[src/rtl/mvprod_sequencer_if.sv]
// ============================================================================
// Module      : mvprod_sequencer_if
// Description : Handshake and ROM/MAC control bundle of the mat-vec sequencer.
// Revision    : 1.0 - initial release
// ============================================================================
`default_nettype none

interface mvprod_sequencer_if #(
  parameter int IN_VEC_LENGTH  = 12,
  parameter int OUT_VEC_LENGTH = 6,
  parameter int WORKING_REGS   = 3
);
  localparam int c_N_CHUNKS = IN_VEC_LENGTH / WORKING_REGS;
  localparam int c_N_GROUPS = OUT_VEC_LENGTH / WORKING_REGS;
  localparam int c_N_WORDS  = IN_VEC_LENGTH * OUT_VEC_LENGTH / WORKING_REGS;
  localparam int c_AW = ($clog2(c_N_WORDS)    < 1) ? 1 : $clog2(c_N_WORDS);
  localparam int c_CW = ($clog2(c_N_CHUNKS)   < 1) ? 1 : $clog2(c_N_CHUNKS);
  localparam int c_LW = ($clog2(WORKING_REGS) < 1) ? 1 : $clog2(WORKING_REGS);
  localparam int c_OW = ($clog2(c_N_GROUPS)   < 1) ? 1 : $clog2(c_N_GROUPS);

  logic            start_in;
  logic            in_data_ready;
  logic            out_ack_in;
  logic            req_chunk_in;
  logic [c_AW-1:0] weight_addr;
  logic [c_CW-1:0] vec_chunk_idx;
  logic            mac_valid;
  logic            mac_clear;
  logic [c_LW-1:0] mac_lane;
  logic            req_chunk_out;
  logic [c_OW-1:0] out_chunk_idx;
  logic            busy;
  logic            out_vector_valid;

  modport master (
    output start_in, in_data_ready, out_ack_in,
    input  req_chunk_in, weight_addr, vec_chunk_idx, mac_valid, mac_clear,
           mac_lane, req_chunk_out, out_chunk_idx, busy, out_vector_valid
  );

  modport slave (
    input  start_in, in_data_ready, out_ack_in,
    output req_chunk_in, weight_addr, vec_chunk_idx, mac_valid, mac_clear,
           mac_lane, req_chunk_out, out_chunk_idx, busy, out_vector_valid
  );
endinterface

`default_nettype wire

[src/rtl/mvprod_sequencer.sv]
// ============================================================================
// Module      : mvprod_sequencer
// Description : Control FSM walking the weight ROM for y = W*x, one output
//               chunk of WORKING_REGS lanes at a time.
// Revision    : 1.0 - initial release
// ============================================================================
`default_nettype none

module mvprod_sequencer #(
  parameter int IN_VEC_LENGTH  = 12,
  parameter int OUT_VEC_LENGTH = 6,
  parameter int WORKING_REGS   = 3,
  parameter int RAM_LATENCY    = 2
) (
  input  wire logic           clk_in,
  input  wire logic           rst_in,
  mvprod_sequencer_if.slave   bus
);
  localparam int c_N_CHUNKS = IN_VEC_LENGTH / WORKING_REGS;
  localparam int c_N_GROUPS = OUT_VEC_LENGTH / WORKING_REGS;
  localparam int c_N_WORDS  = IN_VEC_LENGTH * OUT_VEC_LENGTH / WORKING_REGS;
  localparam int c_AW = ($clog2(c_N_WORDS)     < 1) ? 1 : $clog2(c_N_WORDS);
  localparam int c_CW = ($clog2(c_N_CHUNKS)    < 1) ? 1 : $clog2(c_N_CHUNKS);
  localparam int c_LW = ($clog2(WORKING_REGS)  < 1) ? 1 : $clog2(WORKING_REGS);
  localparam int c_OW = ($clog2(c_N_GROUPS)    < 1) ? 1 : $clog2(c_N_GROUPS);
  localparam int c_DW = ($clog2(RAM_LATENCY+1) < 1) ? 1 : $clog2(RAM_LATENCY+1);

  localparam logic [c_CW-1:0] c_LAST_CHUNK = c_CW'(c_N_CHUNKS - 1);
  localparam logic [c_LW-1:0] c_LAST_LANE  = c_LW'(WORKING_REGS - 1);
  localparam logic [c_OW-1:0] c_LAST_GROUP = c_OW'(c_N_GROUPS - 1);
  localparam logic [c_DW-1:0] c_DRAIN_LAST = c_DW'(RAM_LATENCY);

  typedef enum logic [2:0] {
    S_IDLE    = 3'd0,
    S_WAIT_IN = 3'd1,
    S_ISSUE   = 3'd2,
    S_DRAIN   = 3'd3,
    S_EMIT    = 3'd4,
    S_DONE    = 3'd5
  } state_t;

  state_t          r_state;
  logic            r_req_in;
  logic [c_AW-1:0] r_addr;
  logic [c_CW-1:0] r_chunk;
  logic [c_LW-1:0] r_lane;
  logic [c_OW-1:0] r_group;
  logic [c_DW-1:0] r_drain;
  logic            r_req_out;
  logic [c_OW-1:0] r_out_idx;
  logic            r_busy;
  logic            r_done;

  logic [RAM_LATENCY-1:0] r_pv;
  logic [RAM_LATENCY-1:0] r_pc;
  logic [c_LW-1:0]        r_pl [RAM_LATENCY];

  logic w_issue;
  logic w_last_chunk;
  logic w_last_lane;

  assign w_issue      = (r_state == S_ISSUE);
  assign w_last_chunk = (r_chunk == c_LAST_CHUNK);
  assign w_last_lane  = (r_lane  == c_LAST_LANE);

  // Rows within a group are contiguous in the ROM, so the address simply counts.
  always_ff @(posedge clk_in or negedge rst_in) begin
    if (!rst_in) begin
      r_state   <= S_IDLE;
      r_req_in  <= 1'b0;
      r_addr    <= '0;
      r_chunk   <= '0;
      r_lane    <= '0;
      r_group   <= '0;
      r_drain   <= '0;
      r_req_out <= 1'b0;
      r_out_idx <= '0;
      r_busy    <= 1'b0;
      r_done    <= 1'b0;
    end else begin
      r_done <= 1'b0;
      case (r_state)
        S_IDLE: begin
          if (bus.start_in) begin
            r_state  <= S_WAIT_IN;
            r_req_in <= 1'b1;
            r_busy   <= 1'b1;
          end
        end
        S_WAIT_IN: begin
          if (bus.in_data_ready) begin
            r_state  <= S_ISSUE;
            r_req_in <= 1'b0;
          end
        end
        S_ISSUE: begin
          if (w_last_chunk && w_last_lane) begin
            r_state <= S_DRAIN;
            r_drain <= '0;
          end else if (w_last_chunk) begin
            r_chunk <= '0;
            r_lane  <= r_lane + c_LW'(1);
            r_addr  <= r_addr + c_AW'(1);
          end else begin
            r_chunk <= r_chunk + c_CW'(1);
            r_addr  <= r_addr + c_AW'(1);
          end
        end
        S_DRAIN: begin
          if (r_drain == c_DRAIN_LAST) begin
            r_state   <= S_EMIT;
            r_req_out <= 1'b1;
            r_out_idx <= r_group;
          end else begin
            r_drain <= r_drain + c_DW'(1);
          end
        end
        S_EMIT: begin
          if (bus.out_ack_in) begin
            r_req_out <= 1'b0;
            if (r_group == c_LAST_GROUP) begin
              r_state <= S_DONE;
              r_done  <= 1'b1;
            end else begin
              r_state <= S_ISSUE;
              r_group <= r_group + c_OW'(1);
              r_chunk <= '0;
              r_lane  <= '0;
              r_addr  <= r_addr + c_AW'(1);
            end
          end
        end
        S_DONE: begin
          r_state   <= S_IDLE;
          r_busy    <= 1'b0;
          r_addr    <= '0;
          r_chunk   <= '0;
          r_lane    <= '0;
          r_group   <= '0;
          r_drain   <= '0;
          r_out_idx <= '0;
        end
        default: r_state <= S_IDLE;
      endcase
    end
  end

  // Side-band delayed to line up with ROM/buffer read data at the MAC inputs.
  always_ff @(posedge clk_in or negedge rst_in) begin
    if (!rst_in) begin
      r_pv <= '0;
      r_pc <= '0;
      for (int i = 0; i < RAM_LATENCY; i++) r_pl[i] <= '0;
    end else begin
      r_pv[0] <= w_issue;
      r_pc[0] <= w_issue && (r_chunk == '0);
      r_pl[0] <= w_issue ? r_lane : '0;
      for (int i = 1; i < RAM_LATENCY; i++) begin
        r_pv[i] <= r_pv[i-1];
        r_pc[i] <= r_pc[i-1];
        r_pl[i] <= r_pl[i-1];
      end
    end
  end

  assign bus.req_chunk_in     = r_req_in;
  assign bus.weight_addr      = r_addr;
  assign bus.vec_chunk_idx    = r_chunk;
  assign bus.mac_valid        = r_pv[RAM_LATENCY-1];
  assign bus.mac_clear        = r_pc[RAM_LATENCY-1];
  assign bus.mac_lane         = r_pl[RAM_LATENCY-1];
  assign bus.req_chunk_out    = r_req_out;
  assign bus.out_chunk_idx    = r_out_idx;
  assign bus.busy             = r_busy;
  assign bus.out_vector_valid = r_done;

endmodule

`default_nettype wire

[src/flat_wrapper.sv]
// flat-port wrapper written by rule: the top's interface ports become plain ports
module mvprod_sequencer_flat 
#(
  parameter int IN_VEC_LENGTH  = 12,
  parameter int OUT_VEC_LENGTH = 6,
  parameter int WORKING_REGS   = 3,
  parameter int RAM_LATENCY    = 2
)
  (clk_in, rst_in, bus_start_in, bus_in_data_ready, bus_out_ack_in, bus_req_chunk_in, bus_weight_addr, bus_vec_chunk_idx, bus_mac_valid, bus_mac_clear, bus_mac_lane, bus_req_chunk_out, bus_out_chunk_idx, bus_busy, bus_out_vector_valid);
  mvprod_sequencer_if #(.IN_VEC_LENGTH(IN_VEC_LENGTH), .OUT_VEC_LENGTH(OUT_VEC_LENGTH), .WORKING_REGS(WORKING_REGS)) bus_i ();
  input  wire logic clk_in;
  input  wire logic rst_in;
  input wire logic [$bits(bus_i.start_in)-1:0] bus_start_in;
  input wire logic [$bits(bus_i.in_data_ready)-1:0] bus_in_data_ready;
  input wire logic [$bits(bus_i.out_ack_in)-1:0] bus_out_ack_in;
  output wire logic [$bits(bus_i.req_chunk_in)-1:0] bus_req_chunk_in;
  output wire logic [$bits(bus_i.weight_addr)-1:0] bus_weight_addr;
  output wire logic [$bits(bus_i.vec_chunk_idx)-1:0] bus_vec_chunk_idx;
  output wire logic [$bits(bus_i.mac_valid)-1:0] bus_mac_valid;
  output wire logic [$bits(bus_i.mac_clear)-1:0] bus_mac_clear;
  output wire logic [$bits(bus_i.mac_lane)-1:0] bus_mac_lane;
  output wire logic [$bits(bus_i.req_chunk_out)-1:0] bus_req_chunk_out;
  output wire logic [$bits(bus_i.out_chunk_idx)-1:0] bus_out_chunk_idx;
  output wire logic [$bits(bus_i.busy)-1:0] bus_busy;
  output wire logic [$bits(bus_i.out_vector_valid)-1:0] bus_out_vector_valid;
  assign bus_i.start_in = bus_start_in;
  assign bus_i.in_data_ready = bus_in_data_ready;
  assign bus_i.out_ack_in = bus_out_ack_in;
  assign bus_req_chunk_in = bus_i.req_chunk_in;
  assign bus_weight_addr = bus_i.weight_addr;
  assign bus_vec_chunk_idx = bus_i.vec_chunk_idx;
  assign bus_mac_valid = bus_i.mac_valid;
  assign bus_mac_clear = bus_i.mac_clear;
  assign bus_mac_lane = bus_i.mac_lane;
  assign bus_req_chunk_out = bus_i.req_chunk_out;
  assign bus_out_chunk_idx = bus_i.out_chunk_idx;
  assign bus_busy = bus_i.busy;
  assign bus_out_vector_valid = bus_i.out_vector_valid;
  mvprod_sequencer #(.IN_VEC_LENGTH(IN_VEC_LENGTH), .OUT_VEC_LENGTH(OUT_VEC_LENGTH), .WORKING_REGS(WORKING_REGS), .RAM_LATENCY(RAM_LATENCY)) u_core (.clk_in(clk_in), .rst_in(rst_in), .bus(bus_i));
endmodule
[config.mk]
export PLATFORM = sky130hd
export DESIGN_NAME = mvprod_sequencer_flat
export DESIGN_NICKNAME = d
export VERILOG_FILES = /design/src/rtl/mvprod_sequencer_if.sv /design/src/rtl/mvprod_sequencer.sv /design/src/flat_wrapper.sv
export SDC_FILE = /design/constraint.sdc
export NUM_CORES = 1
export LEC_CHECK = 0
export CORE_AREA = 2 2 51 77
export CTS_CLUSTER_SIZE = 25
export DETAILED_ROUTE_END_ITERATION = 10
export DIE_AREA = 0 0 53 79
export PLACE_DENSITY = 0.57
export SYNTH_ARGS = -nofsm -noshare
export SYNTH_HDL_FRONTEND = slang
export SYNTH_SLANG_ARGS = --single-unit
[constraint.sdc]
create_clock -name clk_in -period 2.6 [get_ports clk_in]
set_clock_uncertainty 0.05 [all_clocks]
set_input_delay 0.65 -clock clk_in [delete_from_list [all_inputs] [get_ports clk_in]]
set_output_delay 0.65 -clock clk_in [all_outputs]
set_load 0.1 [all_outputs]
==> impl_results.md <==
* Worst-Margin Slew at 0.715 ns
* # DRC at 0
* Crit path DAT at 1.88 ns
* Worst setup path class: primary input to flip-flop
* Clock sink total at 28
* Ratio of cells with drive above 1 in the final layout at between 20 and 25%
* Number of flops mapped to enable cells by yosys at 0
* Primary FF master, synth: dfrtp_1
* Top Ports at 21
* Area grow syn2layout at 18.6%
* Vias at 1,037
* Clock transition at path regs at 0.10 ns
* Hold Violations, Final at 0
* Vias in the first global route at around 1,000
* Fin. max-slew vios at 0
* FMAX at about 560 MHz
* Setup TNS at 0 ns
* CTS Buf Count at 3
* Die W at around 53 um
* CP max FO at 8
* Max cap viols at 0
* Post-CTS Setup Bufs at 0
* Cell count after synthesis at 133
* Sequential share of the synthesized area at 51.6%
* Status: finished clean
* CTS resizes at 0
* Synthesized cell area at 1360 um2
* 1st-pass router iterations at 4
* # port buffers at 20
* Post-Route Utilization at 45.4%
* Total Routed Length at ~2.6 mm
* Slew headroom at between 50% and 60%
* Critical path endpoint category: flip-flop
* First-pass GRT wire length at 4.53 mm
* RSZ-0062 raised after global routing: no
* Dpl cells at 191
* R2r setup slk at approximately 0.9 ns
* Nets at 163
* CTS tree: done
* H-tree depth at 1
* Initial antenna violation count at 0
* Asr flop ratio synth at 100%
* Longest Clk Path Bufs at 2
* # hold bufs at CTS at 0
* Clock latency on the worst-skew pair at 0.27 ns
* Critical Path Slowest Stage Cell: clkdlybuf4s50_1
* Flops & latches, synth at 28
* WP data required at 2.71 ns
* Die Y at approximately 79 um
* GRT overflow at 0
* Final setup fails at 0
* Initial Utilization at 38.3%
* CTS Root Cell: clkbuf_8
* GPL Wtd Cong at 0.741
* Core Region at 3550 um2
* CP peak stage delay at 0.49 ns
* Num rows at 27
* Element type at the critical path start: primary input
* GRT Total Usage at 14.2%
* Antenna Cells at 0
* # fillers at 356
* Largest net degree at the start of global routing at 29
* CP cell instances: clkdlybuf4s50_1 -> nor2b_1 -> o21ai_2 -> a21oi_1 -> o22ai_1
* Routed Antenna Nets at 0
* Cell Count, Final, Fillers Out at about 200
* Ys Warns at 0
* Post-Syn Nets at 143
* Die area at roughly 4200 um2
* Syn Area/Cell at about 10 um2
* Wire per inst at 13.4 um
* Final Critical Period at 1.77 ns
* HP Class: flip-flop to flip-flop
* Fin crit share at between 60% and 70%
* Number of library cell types mapped by synthesis at 38
* Dpl hpwl at roughly 1.9 mm
* Initial DRC count at 17
* Vias per cell at 5.32
critical path: cells and delay by family:
kind,cells,cell delay (ns)
buf+inv,1,0.49
compound gates,3,0.47
simple gates,1,0.27
kinds of logic after synthesis:
group,after synthesis,synth area share (%)
AOI/OAI and AO/OA,41,19.7
DFF,28,51.6
adders and majority gates,5,4.60
muxes,1,0.737
buffers and inverters,18,6.54
and+or+nand+nor,40,16.9
worst paths after layout:
path | from | endpoint | depth (start not counted)
worst max-delay path | bus_out_ack_in | u_core.r_lane[1] | 5
worst min-delay path | u_core.r_pc[0] | u_core.r_pc[1] | 0
worst max register to register | u_core.r_state[0] | u_core.bus.weight_addr[4] | 4
worst min register to register | u_core.r_pc[0] | u_core.r_pc[1] | 0
max in group asynchronous | rst_in | u_core.r_state[1] | 2
min in group asynchronous | rst_in | u_core.bus.weight_addr[3] | 2
synth_stat cells (2+ instances only):
| master | n | area, um2 |
|---|---|---|
| ha_1 | 5 | 62.6 |
| o21ai_2 | 2 | 17.5 |
| nor3_1 | 2 | 10.0 |
| o22ai_1 | 4 | 25.0 |
| buf_2 | 2 | 10.0 |
| buf_4 | 5 | 37.5 |
| nand2b_1 | 4 | 25.0 |
| nor2b_1 | 3 | 18.8 |
| o21ai_1 | 8 | 40.0 |
| nor2_1 | 4 | 15.0 |
| nand2_1 | 9 | 33.8 |
| nand2_2 | 2 | 12.5 |
| a21oi_1 | 9 | 45.0 |
| o31ai_1 | 2 | 15.0 |
| inv_2 | 2 | 7.51 |
| o21ai_0 | 3 | 15.0 |
| dfrtp_1 | 28 | 701 |
| a31oi_1 | 5 | 31.3 |
| o211ai_1 | 2 | 15.0 |
| nand3_1 | 5 | 25.0 |
| nand4_1 | 2 | 12.5 |
| inv_1 | 9 | 33.8 |
per-stage QoR:
stage / cell area (um2) / hold slack, ns / setup WS, ns
after floorplan: 1360 / 0.281 / 0.560
after global placement: 1540 / 0.281 / 0.574
after detailed placement: 1540 / 0.286 / 0.543
after CTS: 1610 / 0.310 / 0.827
after global routing: 1610 / 0.317 / 0.727
final: 1610 / 0.305 / 0.828
routing by layer:
metal | track usage [%] | wire (um)
met1 | 16.5 | 1100
met2 | 25.8 | 1390
met3 | 1.88 | 88
met4 | 4.62 | 35
met5 | 0 | 0
cell usage in the layout (no fill, tap or decap), drive strengths merged, types with 2 or more instances in the layout:
cell            n
clkdlybuf4s50   4
nor2            5
nor3            2
nand4           2
o211ai          2
dfrtp          28
nand2          11
ha              5
and2            2
clkbuf          3
nand2b          4
nor2b           3
o21ai          13
inv            11
a31oi           5
o22ai           4
buf            18
a21oi           9
o21a            2
o31ai           3
nand3           5
state kept, by name (all words and copies together), names as in the netlist, 2 cells and up:
name,count
u_core.bus.mac_lane,2
u_core.bus.vec_chunk_idx,2
u_core.bus.weight_addr,5
u_core.r_drain,2
u_core.r_lane,2
u_core.r_pc,2
u_core.r_pl,2
u_core.r_pv,2
u_core.r_state,3
cell type report:
| class | count | area [um2] | share of cell area (%) |
|---|---|---|---|
| Sequential cell | 28 | 701 | 43.5 |
| Multi-Input combinational cell | 87 | 569 | 35.3 |
| Timing Repair Buffer | 22 | 175 | 10.9 |
| Tap cell | 43 | 53.8 | 3.34 |
| Clock buffer | 3 | 41.3 | 2.56 |
| Inverter | 11 | 41.3 | 2.56 |
| Clock inverter | 1 | 30.0 | 1.86 |
Power is left out: the tool's default activity adds up to more than one toggle a clock period on the data nets, which glitch-free logic cannot reach.
